`src/rtl/mc_dp_pack.sv`:
```
// mc_dp_pack: packs narrow memory-controller read beats (8-bit, 16-bit or full
// DW-bit bus) into DW-bit words and queues them in a small first-word-fall-through
// FIFO with occupancy, sticky overflow and head-of-queue parity reporting.
// Optional build macro MC_DP_PARITY_EN: keep the per-byte parity bits with each
// FIFO entry and flag even-parity errors on the head word. Without it only data
// is stored and par_err is held low.
module mc_dp_pack #(
    parameter int DW    = 32,
    parameter int DEPTH = 4,
    parameter int AW    = 2
) (
    input  logic                 clk,
    input  logic                 rst,
    input  logic                 clr,
    input  logic [1:0]           bus_width,
    input  logic                 pen,
    input  logic                 dv,
    input  logic [DW+DW/8-1:0]   mc_data_del,
    input  logic                 re,
    input  logic [DW/8-1:0]      byte_en,
    output logic [DW-1:0]        dout,
    output logic                 empty,
    output logic                 full,
    output logic [AW:0]          cnt,
    output logic                 ovf,
    output logic                 par_err
);

    localparam int NB = DW / 8;
    localparam int NH = DW / 16;
    localparam int LW = (NB > 1) ? $clog2(NB) : 1;
`ifdef MC_DP_PARITY_EN
    localparam int EW = DW + NB;
`else
    localparam int EW = DW;
`endif

    // ------------------------------------------------------------------
    // Packer
    // ------------------------------------------------------------------
    logic [LW-1:0] lane_reg;
    logic [LW-1:0] lane_next;
    logic [LW-1:0] last_lane;
    logic          word_done;
    logic [EW-1:0] word_entry;

    // Index of the beat that completes a word for the current bus width.
    always_comb begin
        last_lane = '0;
        case (bus_width)
            2'b00:   last_lane = LW'(NB - 1);
            2'b01:   last_lane = LW'(NH - 1);
            default: last_lane = '0;
        endcase
    end

    assign word_done = dv & (lane_reg == last_lane);

    // Lane counter moves only on valid beats and wraps on the completing beat.
    always_comb begin
        lane_next = lane_reg;
        if (dv) begin
            lane_next = word_done ? '0 : lane_reg + LW'(1);
        end
    end

    // Lane counter register; flush and reset both restart packing at lane 0.
    always_ff @(posedge clk or negedge rst) begin
        if (!rst) begin
            lane_reg <= '0;
        end else if (clr) begin
            lane_reg <= '0;
        end else begin
            lane_reg <= lane_next;
        end
    end

    // One slice per output byte: decide whether the current beat lands here,
    // which beat byte feeds it, and hold it until the word completes. The word
    // pushed on the completing beat takes that beat's bytes straight from the
    // input so the push happens on the same edge.
    generate
        for (genvar gi = 0; gi < NB; gi++) begin : g_byte
            logic       hit;
            logic [7:0] src;
            logic [7:0] byte_reg;

            // Lane-to-byte routing for the three bus widths.
            always_comb begin
                hit = 1'b0;
                src = mc_data_del[gi*8 +: 8];
                case (bus_width)
                    2'b00: begin
                        hit = (lane_reg == LW'(gi));
                        src = mc_data_del[7:0];
                    end
                    2'b01: begin
                        hit = (lane_reg == LW'(gi / 2));
                        src = mc_data_del[(gi % 2)*8 +: 8];
                    end
                    default: begin
                        hit = 1'b1;
                        src = mc_data_del[gi*8 +: 8];
                    end
                endcase
            end

            // Byte holding register, deliberately not reset.
            always_ff @(posedge clk) begin
                if (dv && hit && !clr) begin
                    byte_reg <= src;
                end
            end

            assign word_entry[gi*8 +: 8] = (dv && hit) ? src : byte_reg;

`ifdef MC_DP_PARITY_EN
            logic psrc;
            logic par_reg;

            // Parity bit follows its data byte through the same routing.
            always_comb begin
                case (bus_width)
                    2'b00:   psrc = mc_data_del[DW];
                    2'b01:   psrc = mc_data_del[DW + (gi % 2)];
                    default: psrc = mc_data_del[DW + gi];
                endcase
            end

            // Parity holding bit, deliberately not reset.
            always_ff @(posedge clk) begin
                if (dv && hit && !clr) begin
                    par_reg <= psrc;
                end
            end

            assign word_entry[DW + gi] = (dv && hit) ? psrc : par_reg;
`endif
        end
    endgenerate

    // ------------------------------------------------------------------
    // FIFO
    // ------------------------------------------------------------------
    logic [EW-1:0] mem [DEPTH];
    logic [AW-1:0] wr_ptr_reg;
    logic [AW-1:0] wr_ptr_next;
    logic [AW-1:0] rd_ptr_reg;
    logic [AW-1:0] rd_ptr_next;
    logic [AW:0]   cnt_reg;
    logic [AW:0]   cnt_next;
    logic          ovf_reg;
    logic          ovf_next;
    logic          pop;
    logic          wr_en;
    logic [EW-1:0] head_entry;

    assign empty = (cnt_reg == '0);
    assign full  = (cnt_reg == (AW+1)'(DEPTH));
    assign cnt   = cnt_reg;
    assign ovf   = ovf_reg;

    // A pop while empty is ignored; a push while full only lands if a pop
    // frees the slot in the same cycle.
    assign pop   = re & ~empty;
    assign wr_en = word_done & (~full | pop);

    // Pointer, occupancy and sticky-overflow next state.
    always_comb begin
        wr_ptr_next = wr_ptr_reg;
        rd_ptr_next = rd_ptr_reg;
        cnt_next    = cnt_reg;
        ovf_next    = ovf_reg;
        if (wr_en) begin
            wr_ptr_next = wr_ptr_reg + AW'(1);
        end
        if (pop) begin
            rd_ptr_next = rd_ptr_reg + AW'(1);
        end
        if (wr_en && !pop) begin
            cnt_next = cnt_reg + (AW+1)'(1);
        end else if (pop && !wr_en) begin
            cnt_next = cnt_reg - (AW+1)'(1);
        end
        if (word_done && full && !pop) begin
            ovf_next = 1'b1;
        end
    end

    // FIFO control registers; flush wins over any push or pop.
    always_ff @(posedge clk or negedge rst) begin
        if (!rst) begin
            wr_ptr_reg <= '0;
            rd_ptr_reg <= '0;
            cnt_reg    <= '0;
            ovf_reg    <= 1'b0;
        end else if (clr) begin
            wr_ptr_reg <= '0;
            rd_ptr_reg <= '0;
            cnt_reg    <= '0;
            ovf_reg    <= 1'b0;
        end else begin
            wr_ptr_reg <= wr_ptr_next;
            rd_ptr_reg <= rd_ptr_next;
            cnt_reg    <= cnt_next;
            ovf_reg    <= ovf_next;
        end
    end

    // Storage write port; contents are never reset.
    always_ff @(posedge clk) begin
        if (wr_en && !clr) begin
            mem[wr_ptr_reg] <= word_entry;
        end
    end

    // Fall-through read: the head entry is visible without a pop.
    assign head_entry = mem[rd_ptr_reg];
    assign dout       = head_entry[DW-1:0];

`ifdef MC_DP_PARITY_EN
    logic [NB-1:0] lane_bad;

    generate
        for (genvar gi = 0; gi < NB; gi++) begin : g_par
            assign lane_bad[gi] = byte_en[gi] &
                                  ((^head_entry[gi*8 +: 8]) ^ head_entry[DW + gi]);
        end
    endgenerate

    assign par_err = pen & ~empty & (|lane_bad);
`else
    // Parity inputs have no function in this build.
    logic unused_par;
    assign unused_par = ^{pen, byte_en, mc_data_del[DW +: NB]};
    assign par_err    = 1'b0;
`endif

endmodule

```
`config.mk`:
```
export PLATFORM = sky130hd
export DESIGN_NAME = mc_dp_pack
export DESIGN_NICKNAME = d
export VERILOG_FILES = /design/src/rtl/mc_dp_pack.sv
export SDC_FILE = /design/constraint.sdc
export NUM_CORES = 1
export LEC_CHECK = 0
export ABC_CLOCK_PERIOD_IN_PS = 2170
export CAP_MARGIN = 25
export CELL_PAD_IN_SITES_DETAIL_PLACEMENT = 0
export CELL_PAD_IN_SITES_GLOBAL_PLACEMENT = 1
export CORE_ASPECT_RATIO = 0.9
export CORE_UTILIZATION = 43
export CTS_BUF_LIST = sky130_fd_sc_hd__clkbuf_8 sky130_fd_sc_hd__clkbuf_16
export DETAILED_ROUTE_END_ITERATION = 12
export HOLD_SLACK_MARGIN = 0.12
export PLACE_DENSITY = 0.8
export SLEW_MARGIN = 20
export SYNTH_ARGS = -nofsm -noshare
export SYNTH_HDL_FRONTEND = slang
export SYNTH_SLANG_ARGS = --single-unit
```
`constraint.sdc`:
```
create_clock -name clk -period 2.17 [get_ports clk]
set_input_delay 0.3255 -clock clk [delete_from_list [all_inputs] [get_ports clk]]
set_output_delay 0.3255 -clock clk [all_outputs]
set_load 0.01 [all_outputs]
```
=== Yosys cells after proc, flatten, opt, wreduce, memory -nomap -nowiden ===
Memories as Yosys holds them, arrays and structs flattened.
Cells that the tools add are included.

* Shift operators: 0
* $lt $le $gt $ge: 0
* Reduce and logical (&&, ||, !) cells: 25
* Equality and inequality tests: 6
* Multiply operators: 0
* Add/subtract/negate cells: 5
* Div/mod/pow operators: 0
* Multiplexer cells: 26
* Bitwise logic cells: 6

{| class="wikitable"
|+ Operator list
! cell !! count
|-
| 2-to-1 mux 8 bit || 6
|-
| case mux 8 bit (2 select lines) || 1
|-
| 2-to-1 mux 2 bit || 7
|-
| logical AND 1 bit || 13
|-
| 2-to-1 mux 3 bit || 3
|-
| nonzero test 2 bit || 4
|-
| adder 2 x 1 -> 2 bit (second input constant) || 3
|-
| case mux 1 bit (2 select lines) || 3
|-
| 2-to-1 mux 1 bit || 5
|-
| == test 2 x 1 -> 1 bit (second input constant) || 2
|-
| == test 2 bit (second input constant) || 2
|-
| logical NOT 2 bit || 2
|-
| case mux 2 bit (2 select lines) || 1
|-
| adder 3 x 1 -> 3 bit (second input constant) || 1
|-
| bitwise AND 1 bit || 3
|-
| == test 3 bit (second input constant) || 1
|-
| logical NOT 1 bit || 3
|-
| logical NOT 3 bit || 1
|-
| nonzero test 3 bit || 1
|-
| subtractor 3 x 1 -> 3 bit (second input constant) || 1
|-
| == test 2 bit || 1
|-
| NOT 1 bit || 2
|-
| OR reduction 2 bit || 1
|-
| OR 1 bit || 1
|}

* Flip-flop bits (word level): 42
* Memories kept: 1
* Memory bits (read-only): 0
* Logic and storage cells: 78
* Bits in latches: 0
* Output and inout bits: 39
* Memory bits (writable): 128
* Input bits: 48

{| class="wikitable"
|+ Memories
! memory !! words !! bits a word !! read ports !! clocked after memory_dff !! wr ports !! RTL line !! source
|-
| mem || 4 || 32 || 1 || 0 || 1 || 145 || <nowiki>logic [EW-1:0] mem [DEPTH];</nowiki>
|}

=== Longest topological paths before layout ===
* Depth after elaboration: 10
* Mapped depth: 9
* Gate-level depth less buffers: 8

=== Least setup slack after synthesis ===
Ideal clock, no wire load.

* Kind: register -> register
* From: reg lane_reg[1]
* To: mem mem[1][0] (netlist bit), enable pin
* Stages on the path, launching flop included: 6
* Library setup time: 392 ps
* Path slack: -212 ps
* Path buffers: 1
* Arrival: 1990 ps
* Period minus slack after synthesis: 2382 ps
* Data required time: 1778 ps
* Cell sequence: dfrtp_1 nand4bb_1 o21a_1 buf_6 nor3_1 and2_1

* Word-level cells in the longest chain between the ends: 6

{| class="wikitable"
|+ RTL lines
! item !! RTL line !! source
|-
| start: declaration || 41 || <nowiki>logic [LW-1:0] lane_reg;</nowiki>
|-
| start signal: assignment || 74 || <nowiki>lane_reg <= lane_next;</nowiki>
|-
| == test 2 bit || 57 || <nowiki>assign word_done = dv & (lane_reg == last_lane);</nowiki>
|-
| bitwise AND 1 bit || 57 ||
|-
| bitwise AND 1 bit || 166 || <nowiki>assign wr_en = word_done & (~full | pop);</nowiki>
|-
| logical AND 1 bit || 212 || <nowiki>if (wr_en && !clr) begin</nowiki>
|-
| 2-to-1 mux 1 bit || 212 ||
|-
| 2-to-1 mux 1 bit (implied by the code) || 213 || <nowiki>mem[wr_ptr_reg] <= word_entry;</nowiki>
|-
| end: declaration || 145 ||
|}

No other way between the ends.

=== Final worst setup path ===
* From: reg rd_ptr_reg[0]
* To: out dout[9]

* Word-level cells in the longest chain between the ends: 1

{| class="wikitable"
|+ RTL lines
! item !! RTL line !! source
|-
| start: declaration || 148 || <nowiki>logic [AW-1:0] rd_ptr_reg;</nowiki>
|-
| start signal: assignment || 204 || <nowiki>rd_ptr_reg <= rd_ptr_next;</nowiki>
|-
| memory read (4 x 32 bit) || -- ||
|-
| end: declaration || 21 || <nowiki>output logic [DW-1:0] dout,</nowiki>
|}

No other way between the ends.

==> impl_metrics.py <==
metrics = {
    "yosys": {
        "yosys_warnings": 0,
        "synth_seq_cells": 170,
        "synthTopCellsByCount": "edfxtp_1 (160), mux2_2 (50), mux4_2 (32)",
        "synth_edf_count": 160,
        "syn_inst": 385,
        "yosysUniqueCellTypes": 42,
        "synth_top_cell_area_share": 0.6657,
        "syn_area_sq_um": 7217,
        "syn_area_per_cell_sq_um": 18.75,
        "synth_nets": 442,
        "yosysMostFrequentCell": "edfxtp_1",
        "synth-main-ff-cell": "edfxtp_1",
        "yosysSeqAreaShare": 0.7004,
        "yosys-top-cells-area": "edfxtp_1 (67%), mux4_2 (10%), mux2_2 (7.8%), dfrtp_1 (3.5%), ha_1 (1.4%)",
        "synth_largest_area_cell": "edfxtp_1",
        "synth-async-reset-ratio": 0.05882,
    },
    "worst_setup_path": {
        "max_stage_delay_ns": 0.55,
        "path_common_cell": "buf_6",
        "cp.required_ns": 1.84,
        "crit_path_cell_trace": "buf_6 -> buf_12 -> mux4_2 -> buf_6",
        "cp.arrival_ns": 1.81,
        "crit_path_start_kind": "flop",
        "crit_family": "multiplexers",
        "path_class": "flop to output port",
        "slowest_stage": "mux4_2",
        "cp_max_fo": 8,
        "setup.worst_path.end_class": "output port",
        "crit_buf_inv": 3,
    },
    "clocking": {
        "cts_tree": "built",
        "cts_root_buffer": "clkbuf_16",
        "clock-sinks": 170,
        "clock_latency_ns": 0.42,
        "numCtsBuffers": 17,
        "hold_buffers": 0,
        "htree_levels": 4,
        "clk_pin_slew_worst_paths_ns": 0.06,
        "cts.path.max_buffers": 2,
    },
    "floorplanning": {
        "dieArea_sq_um": 17310,
        "core_area_sq_um": 16300,
        "die_h_um": 124.9,
        "die-width_um": 138.6,
        "ios": 87,
        "start_util": 0.4429,
        "row_count": 44,
    },
    "route": {
        "drc": 10,
        "drt_iter0_markers": 229,
        "vias_per_cell": 5.418,
        "ant_nets": 0,
        "first_pass_iters": 8,
        "detail_route.wl_per_cell_um": 21.76,
        "vias": 3950,
        "routed_wl_mm": 15.86,
    },
    "pwr": {
        "p_leak_nw": 3.173,
        "p_per_area_nw_per_um2": 863.8,
        "p_total_mw": 7.954,
        "ir_worst_vdd_mv": 0.5786,
    },
    "grt": {
        "grt_max_degree": 18,
        "grt_pass1_vias": 4226,
        "grt_pass1_wl_mm": 24.46,
        "grt_overflow": 0,
        "antenna_found_initial": 0,
        "track_usage": 0.1962,
    },
    "finish": {
        "stdcell_area_sq_um": 9208,
        "area_growth_pct": 27.58,
        "diodes": 0,
        "layout-drive-gt1-share": 0.3927,
        "fin_util": 0.5650,
        "largest_reg_flops": 128,
        "n_fill_cell": 1246,
        "fin_nets": 566,
    },
    "placed_design": {
        "port_buffers": 76,
        "finalWeightedCongestion": 0.7841,
        "place_ws_ns": -0.3436,
        "dp_hpwl_mm": 10.45,
        "dpl-instance-area_sq_um": 8596,
    },
    "sta": {
        "max_freq_mhz": 468.1,
        "clock_skew_ns": 0.008085,
        "hold_viol_final": 0,
        "setup_viol": 0,
        "setup_ws_ns": 0.03386,
        "min_period_ns": 2.136,
        "fin_crit_sh": 0.9844,
        "worst_pin_slew_ns": 0.6532,
        "grt_setup_unrepaired": "true",
        "fin_setup_tns_ns": 0,
        "slew_headroom": 0.5629,
        "final_max_slew_viol_count": 0,
    },
    "status": {
        "status": "finished, violations left",
        "violations": "DRC",
    },
    "flow_run": {
        "maxCapViolations": 0,
    },
    "hold_path": {
        "min_path_type": "input port to asynchronous set/reset pin",
    },
}
## per-layer routing
metal / vias up / GRT usage / wire length (um)
met4: 0 / 0.05288 / 83
met2: 119 / 0.3237 / 7912
li1: 1785 / - / -
met5: - / 0 / 0
met1: 2036 / 0.2621 / 7050
met3: 10 / 0.04575 / 816
## report_power, final
part | total [mW] | switching (mW) | internal, mW | leakage [nW]
combinational | 1.52 | 0.689 | 0.828 | 1.34
sequential | 3.75 | 0.0368 | 3.71 | 1.58
clock | 2.69 | 1.23 | 1.46 | 0.254
total | 7.95 | 1.96 | 6.00 | 3.17
## logic make-up (layout without fill, tap and decap cells)
logic type / count (synthesis) / after routing / share of synthesized area
flip-flops: 170 / 170 / 0.7004
multiplexers: 91 / 91 / 0.1904
AND/OR/NAND/NOR: 46 / 46 / 0.03207
AO/OA/AOI/OAI: 34 / 34 / 0.03363
buffers and inverters: 30 / 167 / 0.02150
adder cells (fa/ha/maj): 9 / 9 / 0.01664
XOR/XNOR: 4 / 4 / 0.004855
other: 1 / 1 / 0.0005196
## what timing repair did
action	4_1_cts	5_1_grt
buffers inserted	7	1
gates resized for setup	141	17
gates cloned	3	0
setup endpoints to repair	34	29
## worst paths after layout
path | startpoint | to | slack (ns) | cells past startpoint
setup / recovery | rd_ptr_reg[0] | dout[9] | 0.03 | 4
hold / removal | rst | cnt[0] | 0.24 | 1
setup reg to reg | cnt[1] | cnt[1] | 0.08 | 5
hold reg to reg | ovf | ovf | 0.52 | 2
max in group asynchronous | rst | rd_ptr_reg[0] | 1.56 | 1
min in group clk | ovf | ovf | 0.52 | 2
## area by class of cell
type	count	area [sq um]	area share
multi-input cells	185	2017	0.2191
well taps	207	259.0	0.02813
repair buffers	125	1308	0.1420
flip-flops and latches	170	5059	0.5494
inverters	10	37.54	0.004077
clock buffers	17	425.4	0.04620
clock inverters	15	102.6	0.01114
## cells in the final DEF (no fill, tap or decap), drive strengths merged, types with 2 or more instances in the layout
master / n
clkinv: 7
nor2b: 3
edfxtp: 160
xnor2: 2
inv: 14
mux4: 32
clkdlybuf4s50: 42
xor2: 2
or3: 2
clkbuf: 17
nor2: 12
and2: 4
o21ai: 16
dfrtp: 10
clkinvlp: 4
mux2: 50
nand3b: 2
mux2i: 9
buf: 78
nand3: 4
dlygate4sd2: 3
ha: 8
nor3: 3
o211ai: 2
o21bai: 2
a21oi: 6
a211oi: 2
nand2: 12
## per-stage QoR
stage | instances | hold WS (ns)
after floorplan | 385 | 0.02991
after global placement | 689 | 0.4996
after detailed placement | 689 | 0.5116
after CTS | 731 | 0.2388
after global routing | 729 | 0.2580
final | 729 | 0.2404
Note: power is estimated with default switching activity, not from simulation.
